--- src/rtl/updown_pkg.sv ---
// Shared constants for the up/down LED counter family: count modes and
// default sizing.
package updown_pkg;
    localparam logic MODE_WRAP        = 1'b0;
    localparam logic MODE_SAT         = 1'b1;
    localparam int   DEFAULT_WIDTH    = 4;
    localparam int   DEFAULT_DIV_BITS = 23;
endpackage

--- src/rtl/tick_prescaler.sv ---
// Free-running prescaler; TICK is a one-cycle clock enable while the counter
// sits at all-ones. CLR restarts the period from zero.
module tick_prescaler
    import updown_pkg::*;
#(
    parameter int DIV_BITS = DEFAULT_DIV_BITS
) (
    input  logic CLK,
    input  logic RESET_N,
    input  logic CLR,
    output logic TICK
);

    logic [DIV_BITS-1:0] presc_q;
    logic [DIV_BITS-1:0] presc_d;

    always_comb begin
        presc_d = CLR ? '0 : presc_q + DIV_BITS'(1);
    end

    always_ff @(posedge CLK or negedge RESET_N) begin
        if (!RESET_N) presc_q <= '0;
        else          presc_q <= presc_d;
    end

    assign TICK = &presc_q;

endmodule

--- src/rtl/updown_prescaled_counter.sv ---
// Up/down counter stepping once per prescaler period, with wrap or saturate
// mode, synchronous load and a registered terminal-count pulse.
module updown_prescaled_counter
    import updown_pkg::*;
#(
    parameter int WIDTH      = DEFAULT_WIDTH,
    parameter int DIV_BITS   = DEFAULT_DIV_BITS,
    parameter bit INVERT_OUT = 1'b1
) (
    input  logic             CLK,
    input  logic             RESET_N,
    input  logic             EN,
    input  logic             UP,
    input  logic             SAT,
    input  logic             LOAD,
    input  logic [WIDTH-1:0] LOAD_VAL,
    output logic [WIDTH-1:0] COUNT,
    output logic             TICK,
    output logic             TC
);

    localparam logic [WIDTH-1:0] CNT_MAX = {WIDTH{1'b1}};

    logic             tick;
    logic [WIDTH-1:0] count_q, count_d;
    logic             tc_q, tc_d;

    // LOAD also restarts the prescaler so the next step is a full period away.
    tick_prescaler #(.DIV_BITS(DIV_BITS)) u_presc (
        .CLK     (CLK),
        .RESET_N (RESET_N),
        .CLR     (LOAD),
        .TICK    (tick)
    );

    always_comb begin
        count_d = count_q;
        tc_d    = 1'b0;
        if (LOAD) begin
            count_d = LOAD_VAL;
        end else if (tick && EN) begin
            if (UP) begin
                if (count_q == CNT_MAX) begin
                    tc_d = 1'b1;
                    if (SAT == MODE_WRAP) count_d = '0;
                end else begin
                    count_d = count_q + WIDTH'(1);
                end
            end else begin
                if (count_q == '0) begin
                    tc_d = 1'b1;
                    if (SAT == MODE_WRAP) count_d = CNT_MAX;
                end else begin
                    count_d = count_q - WIDTH'(1);
                end
            end
        end
    end

    always_ff @(posedge CLK or negedge RESET_N) begin
        if (!RESET_N) begin
            count_q <= '0;
            tc_q    <= 1'b0;
        end else begin
            count_q <= count_d;
            tc_q    <= tc_d;
        end
    end

    assign COUNT = INVERT_OUT ? ~count_q : count_q;
    assign TICK  = tick;
    assign TC    = tc_q;

endmodule

--- config.mk ---
export PLATFORM = sky130hd
export DESIGN_NAME = updown_prescaled_counter
export DESIGN_NICKNAME = d
export VERILOG_FILES = /design/src/rtl/updown_pkg.sv /design/src/rtl/tick_prescaler.sv /design/src/rtl/updown_prescaled_counter.sv
export SDC_FILE = /design/constraint.sdc
export NUM_CORES = 1
export LEC_CHECK = 0
export BUFFER_PORTS_ARGS = -buffer_cell sky130_fd_sc_hd__buf_2
export CAP_MARGIN = 20
export CORE_UTILIZATION = 47
export CTS_CLUSTER_SIZE = 25
export DETAILED_ROUTE_END_ITERATION = 7
export GPL_ROUTABILITY_DRIVEN = 0
export GPL_TIMING_DRIVEN = 0
export PLACE_DENSITY = 0.66
export SYNTH_ARGS = -nofsm -noshare
export SYNTH_HDL_FRONTEND = slang
export SYNTH_SLANG_ARGS = --single-unit
--- constraint.sdc ---
create_clock -name CLK -period 2.3 [get_ports CLK]
set_clock_uncertainty 0.05 [all_clocks]
set_input_delay 0.115 -clock CLK [delete_from_list [all_inputs] [get_ports CLK]]
set_output_delay 0.115 -clock CLK [all_outputs]
set_load 0.03 [all_outputs]
# --- Word level (Yosys, flattened, before mapping) ---
# Index checks and enable logic that the tools add are counted.
word_totals:
  reg_bits: 28
  inputBits: 10
  output_inout_bits: 6
  word_cells: 28
classes:
  add_sub_neg: 3
  eq_ne: 3
  n_mux: 13
  n_bitwise: 1
  reduce_logical: 5
ops:
  columns: ["operator", "count"]
  rows:
  - ["two-way mux 4 bit", 7]
  - ["adder 23 x 1 -> 23 bit (second input constant)", 1]
  - ["two-way mux 23 bit", 1]
  - ["AND reduction 23 bit", 1]
  - ["!= test 4 bit (second input constant)", 2]
  - ["two-way mux 1 bit", 5]
  - ["adder 4 x 1 -> 4 bit (second input constant)", 1]
  - ["equality test 4 bit (second input constant)", 1]
  - ["zero test 4 bit", 1]
  - ["NOT 4 bit", 1]
  - ["subtractor 4 x 1 -> 4 bit (second input constant)", 1]
  - ["AND reduction 3 bit", 1]
  - ["nonzero test 2 bit", 1]
  - ["logical AND 1 bit", 1]

# --- Depth between registers and ports, before layout ---
# Gate-level depths: netlist of run 1.
logic_depth:
  depth_word: 5
  ltp_mapped: 7
  mapped_depth_nobuf: 7

# --- Hierarchy ---
# From an unflattened synthesis of run 1, not the netlist that was laid out.
unflattened:
  hier_cells: 169
  hier_area_um2: 1589.0
modules_own_cells:
  columns: ["mod", "n_inst", "cells_per_inst", "area_per_inst_um2", "seq_area_each_um2"]
  rows:
  - ["tick_prescaler", 1, 120, 1151.1, 575.6]
  - ["updown_prescaled_counter", 1, 49, 437.9, 125.1]

# --- Worst setup path before layout of run 1 ---
# No wires, ideal clock.
synth_path:
  path_kind: "flip-flop to flip-flop"
  from: "register count_q[0]"
  to: "register count_q[3]"
  setup_ps: 83
  arrival_ps: 1991
  t_required_ps: 2167
  setup_slack_ps: 177
  path_stages_with_launch: 8
  n_path_buf: 0
  period_less_slack_ps: 2123
  path_cell_list: "dfrtp_1 inv_1 ha_1 nor3b_1 mux2i_1 o2111ai_4 mux2_2 o21ai_0"
synth_between:
  elab_chain_cells: 5
  elab_cells_between_ends: 12
  cone_classes: "add/sub (2); eq/ne (3); mux (5); reduce/logical (2)"
synth_rtl:
  columns: ["element", "line", "text"]
  rows:
  - ["from (decl)", "updown_prescaled_counter.sv:25", "logic [WIDTH-1:0] count_q, count_d;"]
  - ["from (signal assigned)", "updown_prescaled_counter.sv:65", "count_q <= count_d;"]
  - ["subtractor 4 x 1 -> 4 bit (tied with other cells)", "updown_prescaled_counter.sv:54", "count_d = count_q - WIDTH'(1);"]
  - ["two-way mux 4 bit, on equally long branches", "updown_prescaled_counter.sv:50, updown_prescaled_counter.sv:43", null]
  - ["two-way mux 4 bit", "updown_prescaled_counter.sv:42", "if (UP) begin"]
  - ["two-way mux 4 bit", "updown_prescaled_counter.sv:41", "end else if (tick && EN) begin"]
  - ["two-way mux 4 bit", "updown_prescaled_counter.sv:39", "if (LOAD) begin"]
# Several ways; a longest one is shown, not always the timed one. The select of a mux whose other input is x is not followed.
# A chain may end at the register's enable or synchronous reset.

# --- Worst setup path after layout of run 1 ---
layout_path:
  from: "register count_q[0]"
  to: "register count_q[2]"
# Same word-level chain as after synthesis.

==> flow_summary.ini, run 1 <==
[worst_setup_path]
required_ps = 2530
reg2reg_depth = 7
cpPeakStageDelay_ps = 500
slowest_stage = or4_1
cp_num_cells = 7
arrival_ps = 2390
critPathLaunchType = register
path_buf_inv = 1
cp_max_fo = 7
end_kind = register
path_delay_family = simple AND/OR/NAND/NOR gates
rr_startpoint = count_q[0]
path_cells = inv_1, ha_1, nor3b_2, mux2i_1, o2111ai_4, or4_1, nand3_1
startpoint = count_q[0]
critPathKind = reg -> reg

[hold_path]
whs_path_depth = 3
hp-class = in -> reg
worstHoldStart = LOAD_VAL[2]

[floorplan]
die_y_microns = 58.5
core_sq_um = 3050
rows = 20
start_util_pct = 49.2
pin_count = 16
dieWidth_microns = 58.5
die_area_sq_um = 3430

[sta]
clock.fmax_mhz = 462
drv_slew = 0
period_share_pct = 94.2
min_period_ps = 2170
final.setup.tns_ps = 0
tightest_slew_ps = 886
finalSetupViolCount = 0
rsz0062_at_grt = false
hold_viol = 0
max_slew_margin_pct = 40.5

[placement]
dp_hpwl_mm = 2.01
portBuffers = 14
dp.cells = 213

[pwr]
p_comb_share_pct = 13.4
ir_drop_mv = 0.344
clkPwrFrac_pct = 27.2
seq_power_share_pct = 59.4
p_int_uw = 649
power_uw = 878
leakage_nw = 0.802
power_density_nw_per_um2 = 500
p_sw_share_pct = 26.2
switchingPower_uw = 230

[cts]
clkLatencyLatePin_ps = 330
clock-root-buffer = clkbuf_4
clk_pin_slew_ps = 150
clk_path_buf_depth = 2
cts_max_level = 1
cts_tree = yes
numCtsBuffers = 3
clock-sinks = 28

[synthesis]
synth-main-ff-cell = dfrtp_1
syn_area_per_cell_sq_um = 9.69
synth_cells = 155
syn_area_sq_um = 1500
ys_seq_area_share_pct = 46.6
synth_nets = 168
ys_types = 33
synth_edf_count = 0
ys_ff_latch = 28
async_reset_ff_share_pct = 100
yosysWarnings = 0

[route]
met1_length_mm = 1.34
via_per_inst = 5.29
maxUsedRoutingLayer = met4
dr.pass1.iters = 4
num_vias = 1191
dr_wl_met3_microns = 99
drt_iter0_drc = 80
wl_met2_mm = 1.31
ant_nets = 0
wl_mm = 2.78
drc_errors = 0
wl_per_cell_microns = 12.3

[global_route]
antenna_found_initial = 0
grt_max_degree = 29
grt_pass1_wl_mm = 5.00
grt_usage_pct = 19.3
grt_overflow = 0
grt_pass1_vias = 1155

[layout]
antenna_cells = 0
register_area_sq_um = 702
final_nets = 195
final_cell_count_no_fill = 225
synthToLayoutAreaGrowth_pct = 17.0
drive_gt1_share_pct = 17.1
num-fill-cells = 295
multi_input_area_sq_um = 774

[status]
status = completed

[job]
cap_violations = 0
[state kept, by name, indices dropped and copies added (netlist names)]
signal / flops
count_q: 4
u_presc.presc_q: 23
TC: 1
[final cells by class]
class	count	area share, %
Multi-Input combinational cell	115	44.1
Sequential cell	28	39.9
Timing Repair Buffer	22	8.26
Tap cell	44	3.13
Clock buffer	4	2.06
Inverter	7	1.49
Buffer	5	1.07
[repair_timing]
item / in CTS / in global routing
setup buffers: 0 / 3
endpoints found under the hold margin: 32 / 0
hold buffers: 5 / 0
setup endpoints to repair: 0 / 3
gates resized for setup: 0 / 5
[cell usage after synthesis (all sizes together), types with 3 or more instances]
master / n / area [sq um]
nand3: 6 / 30.0
a21oi: 4 / 20.0
nand2: 12 / 45.0
xor2: 11 / 96.3
nor2: 25 / 93.8
dfrtp: 28 / 701
o21ai: 8 / 40.0
ha: 3 / 37.5
and4: 3 / 28.8
mux2i: 4 / 40.0
clkbuf: 5 / 18.8
and3: 5 / 31.3
xnor2: 8 / 70.1
nand4: 8 / 56.3
inv: 7 / 26.3
or3: 3 / 18.8
[cells in the final DEF (no fill, tap or decap), types with 2 or more instances in the layout]
master         instances
dfrtp_1               27
nor2_1                25
buf_2                 13
nand2_1               12
xor2_1                11
xnor2_1                8
o21ai_0                8
nand4_1                7
inv_1                  7
nand3_1                6
clkbuf_1               5
and3_1                 5
dlygate4sd3_1          5
a21oi_1                4
mux2i_1                4
clkbuf_4               4
or3_1                  3
buf_4                  3
and4_2                 2
ha_1                   2
[metrics by stage]
step           utilization [%]  hold WS (ps)  worst slack [ps]  cell area [sq um]
3_3_place_gp              53.3           108               188               1630
4_1_cts                   56.1          6.54              71.6               1710
5_1_grt                   57.6          13.6              5.52               1760
3_5_place_dp              53.3           126               145               1630
2_1_floorplan                -          -231               177               1500
6_report                  57.6          17.8               134               1760
[logic make-up (layout without fill, tap and decap cells)]
group | Yosys count | in the layout | synth area share (%)
simple gates | 70 | 70 | 25.1
flops | 28 | 28 | 46.6
xor+xnor | 19 | 19 | 11.1
compound gates | 18 | 18 | 8.33
buf+inv | 12 | 38 | 3.00
mux | 5 | 5 | 3.41
fa+ha+maj | 3 | 3 | 2.50
[per-layer routing]
metal	track usage, %	up-vias
met3	2.86	4
li1	-	590
met1	26.6	571
met4	6.46	0
met2	31.4	26
met5	0	-
[path summary, 6_finish.rpt]
path,endpoint,slack (ps)
hold reg to reg,u_presc.presc_q[0],480
setup / recovery,count_q[2],130
max in group asynchronous,u_presc.presc_q[0],1510
min in group asynchronous,u_presc.presc_q[19],260
setup reg to reg,count_q[2],130
hold / removal,count_q[2],20
[power by group through the flow]
stage | logic [mW] | clock network, mW | registers, mW
2_1_floorplan | 0.0732 | 0 | 0.524
3_3_place_gp | 0.106 | 0 | 0.527
3_5_place_dp | 0.110 | 0 | 0.528
4_1_cts | 0.117 | 0.246 | 0.519
5_1_grt | 0.134 | 0.270 | 0.524
6_report | 0.117 | 0.239 | 0.522
[worst min-delay path, cell delays in order]
cell and delay (ps):
buf_2 90, a22oi_1 80, nand3_1 80
(Power assumes the default switching activity.)
==> inputs of run 2 (changes only) <==
--- a/config.mk
+++ b/config.mk
@@ -13,6 +13,7 @@
 export GPL_ROUTABILITY_DRIVEN = 0
 export GPL_TIMING_DRIVEN = 0
 export PLACE_DENSITY = 0.66
+export RECOVER_POWER = 25
 export SYNTH_ARGS = -nofsm -noshare
 export SYNTH_HDL_FRONTEND = slang
 export SYNTH_SLANG_ARGS = --single-unit
==> flow_summary.ini, run 2 (synthesized netlist as in run 1, its figures left out) <==
[layout]
final_cell_count_no_fill = 225
final_nets = 195
largest_reg_flops = 23
num-fill-cells = 296
antenna_cells = 0
register_area_sq_um = 702
mostFrequentLayoutCell = dfrtp_1
mostFrequentLayoutCells = 27 x dfrtp_1, 25 x nor2_1, 12 x nand2_1, 12 x buf_2, 11 x xor2_1
multi_input_area_sq_um = 774
synthToLayoutAreaGrowth_pct = 16.9
largest-register = u_presc.presc_q
drive_gt1_share_pct = 16.6

[route]
wl_per_cell_microns = 12.3
dr.pass1.iters = 4
drc_errors = 0
wl_mm = 2.78
num_vias = 1190
via_per_inst = 5.29
drt_iter0_drc = 80
ant_nets = 0

[global_route]
grt_pass1_wl_mm = 5.00
grt_overflow = 0
grt_pass1_vias = 1155
grt_max_degree = 29
grt_usage_pct = 19.3
antenna_found_initial = 0

[pwr]
power_density_nw_per_um2 = 500
leakage_nw = 0.799
ir_drop_mv = 0.344
p_sw_share_pct = 26.2
p_comb_share_pct = 13.4
switchingPower_uw = 230
p_int_uw = 648
clkPwrFrac_pct = 27.3
seq_power_share_pct = 59.4

[worst_setup_path]
required_ps = 2530
end_kind = register
arrival_ps = 2390
r2r_setup_slack_ps = 130
cp_max_fo = 7
critPathKind = reg -> reg
reg2reg_to = count_q[2]
reg2reg_depth = 7
rr_startpoint = count_q[0]
critPathLaunchType = register

[cts]
clk_path_buf_depth = 2
cts_max_level = 1
clock-root-buffer = clkbuf_4
clk_pin_slew_ps = 150
numCtsBuffers = 3
clkLatencyLatePin_ps = 330
clock-sinks = 28
cts_tree = yes

[sta]
min_period_ps = 2170
final.setup.tns_ps = 0
period_share_pct = 94.2
drv_slew = 0
rsz0062_at_grt = false
layout_setup_ws_ps = 134
tightest_slew_ps = 1480
clock.fmax_mhz = 462
finalSetupViolCount = 0
max_slew_margin_pct = 1.54
hold_viol = 0

[placement]
portBuffers = 14
dp_hpwl_mm = 2.01
post-place-ws_ps = 145
dp.cells = 213

[floorplan]
die_y_microns = 58.5
dieWidth_microns = 58.5
die_area_sq_um = 3430
pin_count = 16
start_util_pct = 49.2
rows = 20
core_sq_um = 3050

[job]
cap_violations = 0

[hold_path]
hold_end = count_q[2]
hp-class = in -> reg
worstHoldStart = LOAD_VAL[2]
whs_path_depth = 3

[status]
status = completed
-- run 2: layout make-up --
class	count	area share, %
multi-input combinational	115	44.1
sequential	28	40.0
timing repair buffer	22	8.19
tap	44	3.13
clock buffer	4	2.07
inverter	7	1.50
buffer	5	1.07
-- run 2: timing repair --
| action | 4_1_cts | 5_1_grt |
|---|---|---|
| endpoints found under the hold margin | 32 | 0 |
| resized for setup | 0 | 5 |
| hold buffers | 5 | 0 |
| setup endpoints to repair | 0 | 3 |
| buffers inserted | 0 | 3 |
-- run 2: stage by stage --
step,hold slack [ps],cell area (sq um),power (mW),util (%)
2_1_floorplan,-231,1500,0.597,-
4_1_cts,6.54,1710,0.882,56.1
3_3_place_gp,108,1630,0.633,53.3
5_1_grt,13.6,1760,0.927,57.5
3_5_place_dp,126,1630,0.639,53.3
6_report,17.8,1760,0.878,57.5
-- run 2: routing by layer --
layer,GRT usage (%),vias to the layer above,share of wire [%]
met5,0,-,0
met4,6.46,0,1.0
met3,2.86,4,3.6
met2,31.4,26,47
met1,26.6,570,48
li1,-,590,-
-- run 2: power groups by stage --
stage | sequential, mW | clock (mW) | combinational [mW]
floorplan | 0.524 | 0 | 0.0732
global placement | 0.527 | 0 | 0.106
detailed placement | 0.528 | 0 | 0.110
CTS | 0.519 | 0.246 | 0.117
global route | 0.524 | 0.270 | 0.134
finish | 0.522 | 0.239 | 0.117
-- run 2: worst max-delay path by stage --
stage | from | to | slack, ps | depth (start not counted)
floorplan | count_q[0] | count_q[3] | 180 | 7
global placement | count_q[0] | count_q[2] | 190 | 7
detailed placement | count_q[0] | count_q[2] | 150 | 7
CTS | u_presc.presc_q[0] | TICK | 70 | 6
global route | u_presc.presc_q[2] | u_presc.presc_q[17] | 6 | 5
finish | count_q[0] | count_q[2] | 130 | 7
-- run 2: critical path, cell delays in order, from the launching register on --
cell and delay [ps]:
dfrtp_1 480, inv_1 110, ha_1 250, nor3b_2 170, mux2i_1 290, o2111ai_4 180, or4_1 500, nand3_1 80
